## src/rtl/tri_bus_rx.sv

```systemverilog
// tri_bus_rx: deserializes LSB-first frames from a tri-state bus line.
// Optional even-parity bit checking is enabled by defining TRI_RX_PARITY_EN.
module tri_bus_rx #(
    parameter int WIDTH = 8
) (
    input  logic             clk,
    input  logic             rst_n,
    input  logic             bus_d,
    input  logic             bus_en,
    output logic [WIDTH-1:0] out_data,
    output logic             out_valid,
    input  logic             out_ready,
    output logic             frame_err,
    output logic             overrun
`ifdef TRI_RX_PARITY_EN
    ,
    output logic             parity_err
`endif
);

    localparam int CW = $clog2(WIDTH + 1);
    localparam int IW = $clog2(WIDTH);

`ifdef TRI_RX_PARITY_EN
    typedef enum logic [1:0] {IDLE, SHIFT, GAP, PARITY} state_t;
`else
    typedef enum logic [1:0] {IDLE, SHIFT, GAP} state_t;
`endif

    state_t state, state_nxt;

    logic [WIDTH-1:0] shreg, sh_nxt;
    logic [CW-1:0]    cnt, cnt_nxt;
    logic             last_bit;
    logic             done;
    logic             fe_nxt;
`ifdef TRI_RX_PARITY_EN
    logic             pe_nxt;
`endif

    assign last_bit = (cnt == CW'(WIDTH - 1));

    // State register
    always_ff @(posedge clk or negedge rst_n) begin
        if (!rst_n) state <= IDLE;
        else        state <= state_nxt;
    end

    // Next state, next shift contents and completion/error decode
    always_comb begin
        state_nxt = state;
        sh_nxt    = shreg;
        cnt_nxt   = '0;
        done      = 1'b0;
        fe_nxt    = 1'b0;
`ifdef TRI_RX_PARITY_EN
        pe_nxt    = 1'b0;
`endif
        unique case (state)
            IDLE: begin
                if (bus_en) begin
                    sh_nxt    = '0;
                    sh_nxt[0] = bus_d;
                    cnt_nxt   = CW'(1);
                    state_nxt = SHIFT;
                end
            end
            SHIFT: begin
                if (bus_en) begin
                    sh_nxt[cnt[IW-1:0]] = bus_d;
                    cnt_nxt = cnt + CW'(1);
                    if (last_bit) begin
`ifdef TRI_RX_PARITY_EN
                        state_nxt = PARITY;
`else
                        done      = 1'b1;
                        state_nxt = GAP;
`endif
                    end
                end else begin
                    fe_nxt    = 1'b1;
                    state_nxt = IDLE;
                end
            end
`ifdef TRI_RX_PARITY_EN
            PARITY: begin
                if (bus_en) begin
                    if (^{shreg, bus_d}) pe_nxt = 1'b1;
                    else                 done   = 1'b1;
                    state_nxt = GAP;
                end else begin
                    fe_nxt    = 1'b1;
                    state_nxt = IDLE;
                end
            end
`endif
            GAP: begin
                if (!bus_en) state_nxt = IDLE;
            end
            default: state_nxt = IDLE;
        endcase
    end

    // Shift register, output word, handshake and one-cycle error pulses
    always_ff @(posedge clk or negedge rst_n) begin
        if (!rst_n) begin
            shreg      <= '0;
            cnt        <= '0;
            out_data   <= '0;
            out_valid  <= 1'b0;
            frame_err  <= 1'b0;
            overrun    <= 1'b0;
`ifdef TRI_RX_PARITY_EN
            parity_err <= 1'b0;
`endif
        end else begin
            shreg      <= sh_nxt;
            cnt        <= cnt_nxt;
            frame_err  <= fe_nxt;
            overrun    <= 1'b0;
`ifdef TRI_RX_PARITY_EN
            parity_err <= pe_nxt;
`endif
            if (done) begin
                if (!out_valid || out_ready) begin
                    out_data  <= sh_nxt;
                    out_valid <= 1'b1;
                end else begin
                    overrun <= 1'b1;
                end
            end else if (out_valid && out_ready) begin
                out_valid <= 1'b0;
            end
        end
    end

endmodule
```

## config.mk

```make
export PLATFORM = sky130hd
export DESIGN_NAME = tri_bus_rx
export DESIGN_NICKNAME = d
export VERILOG_FILES = /design/src/rtl/tri_bus_rx.sv
export SDC_FILE = /design/constraint.sdc
export NUM_CORES = 1
export LEC_CHECK = 0
export CORE_MARGIN = 3
export CORE_UTILIZATION = 55
export CTS_CLUSTER_SIZE = 14
export DETAILED_ROUTE_END_ITERATION = 8
export HOLD_SLACK_MARGIN = 0.03
export PLACE_DENSITY = 0.86
export SLEW_MARGIN = 40
export SYNTH_ARGS = -nofsm -noshare
export SYNTH_HDL_FRONTEND = slang
export SYNTH_SLANG_ARGS = --single-unit
```

## constraint.sdc

```tcl
create_clock -name clk -period 4.49 [get_ports clk]
set_input_delay 1.347 -clock clk [delete_from_list [all_inputs] [get_ports clk]]
set_output_delay 1.347 -clock clk [all_outputs]
set_load 0.02 [all_outputs]
```

==> summary.md <==
| Metric | Value |
|---|---|
| Status | `complete, no violations` |
| Place WS | `1.48 ns` |
| GRT overflow | `0` |
| Layout cell share with drive strength beyond 1 | `a little under an eighth` |
| CTS Root Cell | `clkbuf_4` |
| EDFF count, synth | `0` |
| R2R Setup Slk | `around 2.7 ns` |
| Ports | `16` |
| Initial Util | `between 60% and 70%` |
| Final RePlAce weighted congestion | `0.943` |
| Share of power burned in combinational logic | `around 8.4%` |
| Final Power | `around 0.37 mW` |
| Final worst-path cycle share | `60.5%` |
| Clock Pin Slew Worst Setup and Hold Paths | `0.13 ns` |
| CTS tree | `built` |
| Net count after synthesis | `109` |
| Post-CTS Setup Inserts | `0` |
| Synth area leader | `dfrtp_1` |
| Slew margin rel. | `about two thirds` |
| Crit path required time | `between 4 and 5 ns` |
| Hold path startpoint | `out_data[2]` |
| Synth Area in Compound Gates | `a little over an eighth` |
| Worst path slowest cell | `clkdlybuf4s50_1` |
| DP HPWL | `about 1.5 mm` |
| Area Growth Syn to Fin | `13.5%` |
| Final setup TNS | `0 ns` |
| CP Data Arrival Time | `2.90 ns` |
| YS warnings | `0` |
| # clock sinks | `25` |
| Initial antenna violation count | `0` |
| IO Port Bufs | `15` |
| Synthesized flop and latch total | `25` |
| Max Buffers Root-to-Sink | `2` |
| Final setup viols | `0` |
| Reg2reg start | `cnt[1]` |
| Max Slew Vio Count | `0` |
| Switching Power | `around 0.09 mW` |
| Slew @ Worst Pin | `0.523 ns` |
| Cell Pwr Density | `roughly 280 nW/µm²` |
| R2R depth | `4` |
| Post-CTS Resized | `0` |
| Largest family of logic cells by synthesized area | `simple AND/OR/NAND/NOR gates` |
| WS Path Type | `in -> reg` |
| RSZ-0062 raised after global routing | `no` |
| Clock Skew | `around 0.004 ns` |
| Largest net degree at the start of global routing | `26` |
| Pint | `~0.28 mW` |
| Number of global-route vias before repair | `around 850` |
| Startpoint types | `input port` |
| Average via count per standard cell | `~6.2` |
| CP max FO | `10` |
| Antenna cells | `0` |
| VDD IR max | `roughly 0.23 mV` |
| Critical path cell sequence | `clkdlybuf4s50_1, nand2b_1, o311ai_0, a31oi_1` |
| Fill cells | `150` |
| Die Y | `between 50 and 60 µm` |
| Clock Latency Late Sink | `roughly 0.31 ns` |
| Avg Inst Size Synth | `~11 µm²` |
| WHS Endpoint | `out_data[2]` |
| Synth Area in Simple Gates | `between 10% and 20%` |
| Max Clock Freq | `about 370 MHz` |
| Initial drt markers | `21` |
| FF/Latch Area | `626 µm²` |
| Top FF cell, synth | `dfrtp_1` |
| Crit path capture type | `flop` |
| Die footprint | `about 2700 µm²` |
| Total vias in the final route | `857` |
| Worst hold stages | `2` |
| Maximum capacitance violations | `0` |
| Area contributors post-synth | `dfrtp_1, a31oi_1, o311ai_0, nand2_1, nand2b_1` |
| Count of final hold-check violations | `0` |
| R2r endpoint | `out_data[0]` |
| Leakage | `between 0.6 and 0.7 nW` |
| Antenna viol nets, final | `0` |
| Reg power frac | `65.1%` |
| XOR/XNOR Fraction of Synth Area | `around 1.5%` |
| Synth Cell Area | `1150 µm²` |
| Post-Synth Adder-Cell Area | `between 1 and 1.5%` |
| Max incr delay on CP | `roughly 0.6 ns` |
| Async SR Flop Fraction | `between 90% and 100%` |
| Util after Layout | `a little under three quarters` |
| Top cells by count, synth | `dfrtp_1, nand2_1, a31oi_1` |
| CTS Hold Bufs | `0` |
| Setup ws final | `around 1.8 ns` |
| Multi-input gate area | `roughly 460 µm²` |
| Worst hold path type | `reg -> reg` |
| Chip Width | `51.7 µm` |
| Wirelength per Cell | `around 15 µm` |
| H-tree depth | `1` |
| WL final | `between 2 and 2.5 mm` |
| Area fraction of the dominant cell type after synthesis | `a little over half` |
| Sequential cell area fraction in the yosys report | `between 50 and 60%` |
| Min Clock Period, post-route | `2.72 ns` |
| First-pass GRT wire length | `roughly 3.7 mm` |
| Synth cell types | `32` |
| Core area | `1840 µm²` |
| Count leader, synth | `dfrtp_1` |
| Clk pwr share | `26.5%` |
| Multiplexer area fraction after synthesis | `4.35%` |
| Row count | `15` |
| CTS buffer count | `3` |
| Mapped Cells | `103` |
| First-pass iteration count of the detailed router | `4` |
| Global-route usage over all layers | `between 15 and 20%` |
| DR DRC count | `0` |
| NumNets Final | `121` |
| Switching share of power | `between 20% and 30%` |
power by group through the flow:
stage               registers (mW)  clock network (mW)  logic [mW]
floorplan                    0.240                   0      0.0196
global placement             0.242                   0      0.0306
detailed placement           0.242                   0      0.0304
CTS                          0.238              0.0991      0.0307
global route                 0.239               0.109      0.0347
finish                       0.238              0.0969      0.0305
routing by layer:
metal / vias up / routed length, µm / global-route usage (%)
met4: 0 / 38 / 10.5
met2: 38 / 933 / 29.2
met3: 8 / 126 / 2.58
li1: 395 / - / -
met5: - / 0 / 0
met1: 416 / 970 / 24.2
state kept, by name (all words and copies together), names as in the netlist:
| name | flops |
|---|---|
| cnt | 4 |
| frame_err | 1 |
| out_data | 8 |
| out_valid | 1 |
| overrun | 1 |
| shreg | 8 |
| state | 2 |
cell type report:
| cell class | instances | area share [%] |
|---|---|---|
| tap | 25 | 2.40 |
| clock buffer | 3 | 1.73 |
| clock inverter | 1 | 0.384 |
| sequential | 25 | 47.9 |
| timing repair buffer | 15 | 11.1 |
| inverter | 5 | 1.44 |
| multi-input combinational | 65 | 35.0 |
logic make-up after synthesis:
family / Yosys count
adder cells (fa/ha/maj): 1
flip-flops: 25
AND/OR/NAND/NOR: 37
multiplexers: 4
XOR/XNOR: 2
buffers and inverters: 13
AO/OA/AOI/OAI: 21
critical path: cells and delay by family:
kind                   cells  cell delay [ns]
AOI/OAI and AO/OA          2             0.70
buffers and inverters      1             0.60
and+or+nand+nor            1             0.26
metrics by stage:
| step | cell area (µm²) | hold WS, ns | cells |
|---|---|---|---|
| floorplan | 1150 | 0.472 | 103 |
| global placement | 1280 | 0.500 | 135 |
| detailed placement | 1280 | 0.499 | 135 |
| CTS | 1310 | 0.530 | 139 |
| global route | 1310 | 0.564 | 139 |
| finish | 1310 | 0.527 | 139 |
placed cells by master (no fill, tap or decap), types with 3 or more instances in the layout:
master,Yosys,routed
dfrtp_1,25,25
clkdlybuf4s50_1,0,14
nand2_1,10,10
a31oi_1,8,8
inv_1,5,5
nand2b_1,5,5
o311ai_0,5,5
nand4_1,4,4
nand3b_1,3,3
nor2_1,3,3
clkbuf_4,0,3
worst max path at each step:
stage / start / endpoint / slack (ns) / cells after the start
global route: bus_en / out_data[5] / 1.65 / 4
floorplan: bus_en / out_data[0] / 2.18 / 5
CTS: out_data[0] / out_data[0] / 1.80 / 1
finish: bus_en / out_data[5] / 1.77 / 4
global placement: bus_en / out_data[3] / 1.55 / 4
detailed placement: bus_en / out_data[5] / 1.48 / 4
Note: power is estimated with default switching activity, not from simulation.
